<file path="src/rtl/alu_rsp_deserializer.sv">
// rtl/alu_rsp_deserializer.sv - serial ALU response receiver: frames, response assembly, CRC3/parity checks
// Optional inter-frame timeout enabled by defining ALU_RSP_TIMEOUT_EN.
module alu_rsp_deserializer #(
  parameter int TIMEOUT_CYCLES = 64
) (
  input  logic        clk,
  input  logic        rst,
  input  logic        sin,
  output logic        rsp_valid,
  output logic [31:0] rsp_c,
  output logic [3:0]  rsp_flags,
  output logic        rsp_crc_ok,
  output logic        rsp_err,
  output logic [5:0]  rsp_err_flags,
  output logic        rsp_par_ok,
  output logic [54:0] rsp_raw,
  output logic        frame_err,
  output logic        timeout
);

  typedef enum logic [1:0] {
    S_IDLE,
    S_TYPE,
    S_PAYLOAD,
    S_STOP
  } state_t;

  state_t      state, state_nxt;
  logic [2:0]  bit_cnt;
  logic [2:0]  data_cnt;
  logic        is_ctl;
  logic [7:0]  pay;
  logic [31:0] c_sr;
  logic [53:0] raw_sr;
  logic        timeout_hit;

  // Serial CRC over {C, 0, flags}, poly x^3+x+1, MSB first, zero init.
  function automatic logic [2:0] crc3(input logic [36:0] bits);
    logic [2:0] crc;
    crc = 3'b000;
    for (int i = 36; i >= 0; i--) begin
      if (crc[2] ^ bits[i])
        crc = {crc[1:0], 1'b0} ^ 3'b011;
      else
        crc = {crc[1:0], 1'b0};
    end
    return crc;
  endfunction

  always_ff @(posedge clk) begin
    if (rst)
      state <= S_IDLE;
    else
      state <= state_nxt;
  end

  always_comb begin
    state_nxt = state;
    case (state)
      S_IDLE:    if (!sin) state_nxt = S_TYPE;
      S_TYPE:    state_nxt = S_PAYLOAD;
      S_PAYLOAD: if (bit_cnt == 3'd0) state_nxt = S_STOP;
      S_STOP:    state_nxt = S_IDLE;
      default:   state_nxt = S_IDLE;
    endcase
  end

  always_ff @(posedge clk) begin
    if (rst) begin
      bit_cnt       <= 3'd7;
      data_cnt      <= 3'd0;
      is_ctl        <= 1'b0;
      pay           <= 8'h00;
      c_sr          <= 32'h0;
      raw_sr        <= 54'h0;
      rsp_valid     <= 1'b0;
      rsp_c         <= 32'h0;
      rsp_flags     <= 4'h0;
      rsp_crc_ok    <= 1'b0;
      rsp_err       <= 1'b0;
      rsp_err_flags <= 6'h0;
      rsp_par_ok    <= 1'b0;
      rsp_raw       <= 55'h0;
      frame_err     <= 1'b0;
    end else begin
      rsp_valid <= 1'b0;
      frame_err <= 1'b0;
      // Only the last 55 line bits matter: an accepted response is exactly 5 frames.
      if (state != S_IDLE || !sin)
        raw_sr <= {raw_sr[52:0], sin};
      case (state)
        S_IDLE: begin
          if (timeout_hit)
            data_cnt <= 3'd0;
        end
        S_TYPE: begin
          is_ctl  <= sin;
          bit_cnt <= 3'd7;
        end
        S_PAYLOAD: begin
          pay     <= {pay[6:0], sin};
          bit_cnt <= bit_cnt - 3'd1;
        end
        S_STOP: begin
          if (!sin) begin
            frame_err <= 1'b1;
            data_cnt  <= 3'd0;
          end else if (!is_ctl) begin
            if (data_cnt == 3'd4) begin
              frame_err <= 1'b1;
              data_cnt  <= 3'd0;
            end else begin
              c_sr     <= {c_sr[23:0], pay};
              data_cnt <= data_cnt + 3'd1;
            end
          end else if (!pay[7]) begin
            data_cnt <= 3'd0;
            if (data_cnt == 3'd4) begin
              rsp_valid     <= 1'b1;
              rsp_c         <= c_sr;
              rsp_flags     <= pay[6:3];
              rsp_crc_ok    <= (pay[2:0] == crc3({c_sr, 1'b0, pay[6:3]}));
              rsp_err       <= 1'b0;
              rsp_err_flags <= 6'h0;
              rsp_par_ok    <= 1'b0;
              rsp_raw       <= {raw_sr, sin};
            end else begin
              frame_err <= 1'b1;
            end
          end else begin
            data_cnt <= 3'd0;
            if (data_cnt == 3'd0) begin
              rsp_valid     <= 1'b1;
              rsp_c         <= 32'h0;
              rsp_flags     <= 4'h0;
              rsp_crc_ok    <= 1'b0;
              rsp_err       <= 1'b1;
              rsp_err_flags <= pay[6:1];
              rsp_par_ok    <= ~^pay;
              rsp_raw       <= 55'h0;
            end else begin
              frame_err <= 1'b1;
            end
          end
        end
        default: ;
      endcase
    end
  end

`ifdef ALU_RSP_TIMEOUT_EN
  localparam int IW = $clog2(TIMEOUT_CYCLES + 1);
  logic [IW-1:0] idle_cnt;

  assign timeout_hit = (state == S_IDLE) && sin && (data_cnt != 3'd0) &&
                       (idle_cnt == IW'(TIMEOUT_CYCLES - 1));

  always_ff @(posedge clk) begin
    if (rst) begin
      idle_cnt <= '0;
      timeout  <= 1'b0;
    end else begin
      timeout <= timeout_hit;
      if (state == S_IDLE && sin && data_cnt != 3'd0 && !timeout_hit)
        idle_cnt <= idle_cnt + 1'b1;
      else
        idle_cnt <= '0;
    end
  end
`else
  assign timeout_hit = 1'b0;
  assign timeout     = 1'b0;
`endif

endmodule

</file>
<file path="config.mk">
export PLATFORM = sky130hd
export DESIGN_NAME = alu_rsp_deserializer
export DESIGN_NICKNAME = d
export VERILOG_FILES = /design/src/rtl/alu_rsp_deserializer.sv
export SDC_FILE = /design/constraint.sdc
export NUM_CORES = 1
export LEC_CHECK = 0
export CORE_UTILIZATION = 55
export DETAILED_ROUTE_END_ITERATION = 8
export HOLD_SLACK_MARGIN = 0.06
export PLACE_DENSITY = 0.8
export SETUP_SLACK_MARGIN = 0.1
export SYNTH_ARGS = -nofsm -noshare
export SYNTH_HDL_FRONTEND = slang
export SYNTH_SLANG_ARGS = --single-unit
</file>
<file path="constraint.sdc">
create_clock -name clk -period 3 [get_ports clk]
set_input_delay 0.75 -clock clk [delete_from_list [all_inputs] [get_ports clk]]
set_output_delay 0.75 -clock clk [all_outputs]
set_load 0.02 [all_outputs]
</file>
== Word-level counts from Yosys, hierarchy flattened ==
Index checks and enable logic that the tools add are counted.
Word-level totals
  logic and storage cells: 409
  output and inout port bits: 103
  register bits after elaboration: 205
  input bits: 3
Cells by class
  add/sub/neg operators: 2
  reduce and logical (&&, ||, !) cells: 14
  mux-type cells: 294
  bitwise gates (word level): 75
  equal/unequal tests: 8
Operator list (number)
  2-to-1 mux 3 bit: 225
  2-to-1 mux 55 bit: 3
  2-to-1 mux 32 bit: 3
  2-to-1 mux 2 bit: 39
  NOT 2 bit: 36
  XOR 1 bit: 35
  2-to-1 mux 6 bit: 3
  2-to-1 mux 1 bit: 16
  2-to-1 mux 4 bit: 3
  case mux 2 bit (4 select lines): 1
  XNOR reduction 8 bit: 1
  logical NOT 3 bit: 2
  case mux 3 bit (2 select lines): 1
  nonzero test 2 bit: 3
  AND reduction 5 bit: 1
  equality test 2 bit (second input constant): 2
  inequality test 2 bit (second input constant): 2
  NOT 1 bit: 4
  AND reduction 4 bit: 1
  OR reduction 4 bit: 1
  adder 3 x 1 -> 3 bit (second input constant): 1
  equality test 3 bit: 1
  equality test 3 bit (second input constant): 1
  subtractor 3 x 1 -> 3 bit (second input constant): 1
  other kinds (7): 7

== Depth between registers and ports, before layout ==
  depth in word-level cells: 298
  depth in mapped cells: 9
  gate-level depth less buffers: 8

== Worst setup path before layout ==
OpenSTA, ideal clock, no wires.
  path kind: reg2reg
  start point: register c_sr[7]
  end point: register rsp_crc_ok
  required time: 2884 ps
  library setup time: 116 ps
  period minus slack after synthesis: 2467 ps
  cell stages (with the launch flop): 9
  setup slack: 533 ps
  arrival time: 2351 ps
  path buffers: 0
  cell sequence: dfxtp_1 -> xor2_1 -> xnor3_2 -> xnor3_2 -> xnor2_4 -> nand3b_1 -> a211oi_1 -> a311o_1 -> a31o_1
Between the ends
  word-level cells in the longest chain between the ends: 99
  elaborated cells between the ends (all ways): 116
Ends and longest elaborated chain
  from (decl): line 33  | logic [31:0] c_sr;
  from (signal assigned): line 113  | c_sr <= {c_sr[23:0], pay};
  XOR 1 bit *: line 42  | if (crc[2] ^ bits[i])
  2-to-1 mux 2 bit *: line 42
  2-to-1 mux 3 bit *: line 118  | if (data_cnt == 3'd4) begin
  2-to-1 mux 3 bit *: line 116  | end else if (!pay[7]) begin
  2-to-1 mux 3 bit *: line 108  | end else if (!is_ctl) begin
  2-to-1 mux 3 bit *: line 105  | if (!sin) begin
  2-to-1 mux 3 bit *: line 91  | case (state)
  2-to-1 mux 3 bit *: line 69  | if (rst) begin
  (+83 left out)
  2-to-1 mux 3 bit *: line 116
  2-to-1 mux 3 bit *: line 108
  2-to-1 mux 3 bit *: line 105
  2-to-1 mux 3 bit *: line 91
  2-to-1 mux 3 bit *: line 69
  equality test 3 bit *: line 122  | rsp_crc_ok <= (pay[2:0] == crc3({c_sr, 1'b0, pay[6:3]}));
  2-to-1 mux 1 bit *: line 118
  2-to-1 mux 1 bit *: line 116
  to (signal assigned): line 122
  to (decl): line 12  | output logic rsp_crc_ok,
Mark *: on every way between the ends. The rest lies on a longest branch, timed or not. The select of a mux whose other input is x is not followed.
A chain may end at the register's enable or synchronous reset.

== Worst setup path after layout ==
  start point: register c_sr[0]
  end point: register rsp_crc_ok
Between the ends
  word-level cells in the longest chain between the ends: 47
  elaborated cells between the ends (all ways): 54
Ends and longest elaborated chain (line)
  XOR 1 bit *: 42
  2-to-1 mux 2 bit *: 42
  2-to-1 mux 3 bit *: 118
  2-to-1 mux 3 bit *: 116
  2-to-1 mux 3 bit *: 108
  2-to-1 mux 3 bit *: 105
  2-to-1 mux 3 bit *: 91
  2-to-1 mux 3 bit *: 69
  (+31 left out)
  2-to-1 mux 3 bit *: 116
  2-to-1 mux 3 bit *: 108
  2-to-1 mux 3 bit *: 105
  2-to-1 mux 3 bit *: 91
  2-to-1 mux 3 bit *: 69
  equality test 3 bit *: 122
  2-to-1 mux 1 bit *: 118
  2-to-1 mux 1 bit *: 116
Marked as above.

==> impl_results.md <==
* Status: finished, final reports clean
* Hold Path Class: flip-flop to flip-flop
* Detail Route Antenna Nets at 0
* Post-DP HPWL at 11.23 mm
* First DRT Iteration DRCs at 466
* TritonCTS buffer count at 22
* Synth top area cells: dfxtp_1 52%, nand2_1 13%, a21oi_1 12%, nand3_1 6.3%, clkbuf_1 3.5%
* Slew Viols, Final at 0
* Clk sinks at 205
* Buffers on Ports at 104
* Synth Area in Compound Gates at 13.06%
* Syn Std Cell Area at 7964 sq um
* Ant diodes at 0
* Worst slew pin tran at 0.9584 ns
* Leakage power total at 0.003362 uW
* Via count at 6797
* Area grow syn2layout at 25.06%
* Die area at 14960 sq um
* Layout cells sized above 1 at 6.761%
* CTS root buf: clkbuf_16
* Avg WL per Cell at 14.58 um
* Critical path launch point type: flip-flop
* # rows at 43
* Antenna violations before repair at 0
* CTS clk-pin slew, worst paths at 0.06 ns
* Post_cts resized at 0
* Simple-Gate Fraction of Synth Area at 21.92%
* Largest area contributor in the netlist: dfxtp_1
* Post-synth ARST share at 0%
* Net Count, Synth at 993
* Die Wd at 122.3 um
* Peak supply drop at 0.5075 mV
* GRT Total Usage at 24.24%
* Clk_lat worst skew at 0.49 ns
* Cell with the most instances after synthesis: nand2_1
* Distinct cell type count after synthesis at 39
* Post-Route WL at 18.16 mm
* Vias per cell at 5.459
* Post-synth EDFFs at 0
* Largest delay share family, worst path: XOR/XNOR gates
* CTS Buffer Depth at 3
* Grt total ovfl at 0
* Mapped Avg Cell Area at 8.135 sq um
* Post-Synth Adder-Cell Area at 1.728%
* Worst slew margin at 36.11%
* Crit-path max cell delay at 0.49 ns
* Die height at 122.3 um
* H-tree depth at 1
* First-pass GRT wire length at 29.79 mm
* Initial Utilization at 56.93%
* Post-CTS Setup Inserts at 0
* Yosys reg bits at 205
* CORE AREA at 13990 sq um
* Critical path's most frequent cell: xnor3_2
* Worst path cell trace: xor2_1, xnor3_2, xnor3_2, xnor2_4, nand3b_1, a211oi_1, a311o_1, a31o_1
* CTS tree: built
* Req. time, crit path at 3.38 ns
* Ys Warns at 0
* I/O Pins at 106
* Buf+Inv Stages, Crit Path at 0
* Critical path's slowest cell: xnor3_2
* WHS at 0.4483 ns
* Vias in the first global route at 6132
* Share of the synthesized area in the top cell type at 51.53%
* Pwr per Cell Area at 621.7 nW/um^2
* Top FF cell, synth: dfxtp_1
* Initial DRT Pass Iterations at 6
* Clock Skews at 0.01912 ns
* Critical setup path kind: flip-flop to flip-flop
* CP Capture Type: flip-flop
* DRC at 0
* Final period utilization at 90.48%
* Critical Path AT at 3.09 ns
* Mux cell area share after synthesis at 1.273%
* XOR/XNOR share of the synthesized area at 6.127%
* Gpl congestion at 0.8254
* Sequential share of the synthesized area at 51.53%
* Mapped Cells at 979
* Largest net degree at the start of global routing at 92
* Setup TNS at 0 ns
* CP max FO at 8
* Maxcap violations at 0
* RSZ-0062 raised after global routing: no
* Min cycle time layout at 2.714 ns
* Largest family of logic cells by synthesized area: simple AND/OR/NAND/NOR gates
* Final Hold Fails at 0
* Hold_buf cts at 0
* Final nets at 1063
* Max Fclk at 368.4 MHz
* Commonest cells in the netlist: 277 x nand2_1, 205 x dfxtp_1, 188 x a21oi_1, 101 x nand3_1, 74 x clkbuf_1
* Fillcell total at 1102
* Final setup fails at 0
[flip-flops by register name (all words and copies together), names as in the netlist]
register,count
rsp_crc_ok,1
rsp_raw,55
data_cnt,3
state,2
is_ctl,1
bit_cnt,3
rsp_c,32
pay,8
rsp_err,1
rsp_valid,1
rsp_par_ok,1
rsp_flags,4
c_sr,32
rsp_err_flags,6
raw_sr,54
frame_err,1
[stage by stage]
| step | total power, uW | cell area (sq um) | utilization (%) | instances | setup slack (ns) |
|---|---|---|---|---|---|
| final | 6192 | 9960 | 71.20 | 1245 | 0.2857 |
| after global routing | 6419 | 9960 | 71.20 | 1245 | 0.1489 |
| after CTS | 6229 | 9960 | 71.20 | 1245 | 0.2923 |
| after detailed placement | 3373 | 9163 | 65.50 | 1205 | 0.3398 |
| after global placement | 3362 | 9163 | 65.50 | 1205 | 0.4312 |
| after floorplan | 3224 | 7964 | - | 979 | 0.5334 |
[metal layers]
metal  wire, um  part of all wire, %  track usage, %
met5          0                    0               0
met4        287                  1.6           6.326
met3        915                  5.0           3.532
met2       8421                   46           38.97
met1       8532                   47           34.03
[report_power, final]
group	switching (uW)	internal, uW
registers	29.8	2750
clock network	1070	1810
logic	380	151
total	1480	4710
[final timing paths]
| check | end | startpoint | slack, ns | cells after the start |
|---|---|---|---|---|
| setup / recovery | rsp_crc_ok | c_sr[0] | 0.29 | 8 |
| hold / removal | rsp_raw[40] | rsp_raw[40] | 0.45 | 2 |
| setup reg to reg | rsp_crc_ok | c_sr[0] | 0.29 | 8 |
| hold reg to reg | rsp_raw[40] | rsp_raw[40] | 0.45 | 2 |
[final cells by class]
cell class | count | area, sq um | share of cell area [%]
inverter | 9 | 33.78 | 0.3392
tap | 180 | 225.2 | 2.261
timing repair buffer | 127 | 1277 | 12.83
clock inverter | 9 | 131.4 | 1.319
clock buffer | 31 | 665.6 | 6.683
sequential | 205 | 4104 | 41.21
multi-input combinational | 684 | 3522 | 35.36
[placed cells by master (no fill, tap or decap), types with 2 or more instances in the layout]
cell             count
a211oi_1             2
a21oi_1            188
and2_1               2
buf_12               5
buf_4               18
bufinv_16            3
clkbuf_1             2
clkbuf_16           23
clkbuf_8             6
clkdlybuf4s50_1    103
clkinv_2             5
dfxtp_1            205
ha_1                11
inv_1                8
mux2i_1              9
nand2_1            276
nand2b_1             5
nand3_1            101
nand3b_1             3
nor2_1              17
nor3_1               3
nor3b_1              2
o21ai_0              5
xnor2_1             29
xnor2_4              2
xnor3_1              2
xnor3_2              2
xor2_1               8
[cell families after synthesis]
logic type               Yosys count
AND/OR/NAND/NOR                  416
multiplexers                      10
adder cells (fa/ha/maj)           11
XOR/XNOR                          44
flip-flops                       205
buffers and inverters             90
other                              1
AO/OA/AOI/OAI                    202
[worst register-to-register path: stages (launching register included)]
cell and delay [ns]:
dfxtp_1 0.40, xor2_1 0.26, xnor3_2 0.49, xnor3_2 0.44, xnor2_4 0.23, nand3b_1 0.16, a211oi_1 0.09, a311o_1 0.34
a31o_1 0.21
Note: power is estimated with default switching activity, not from simulation.
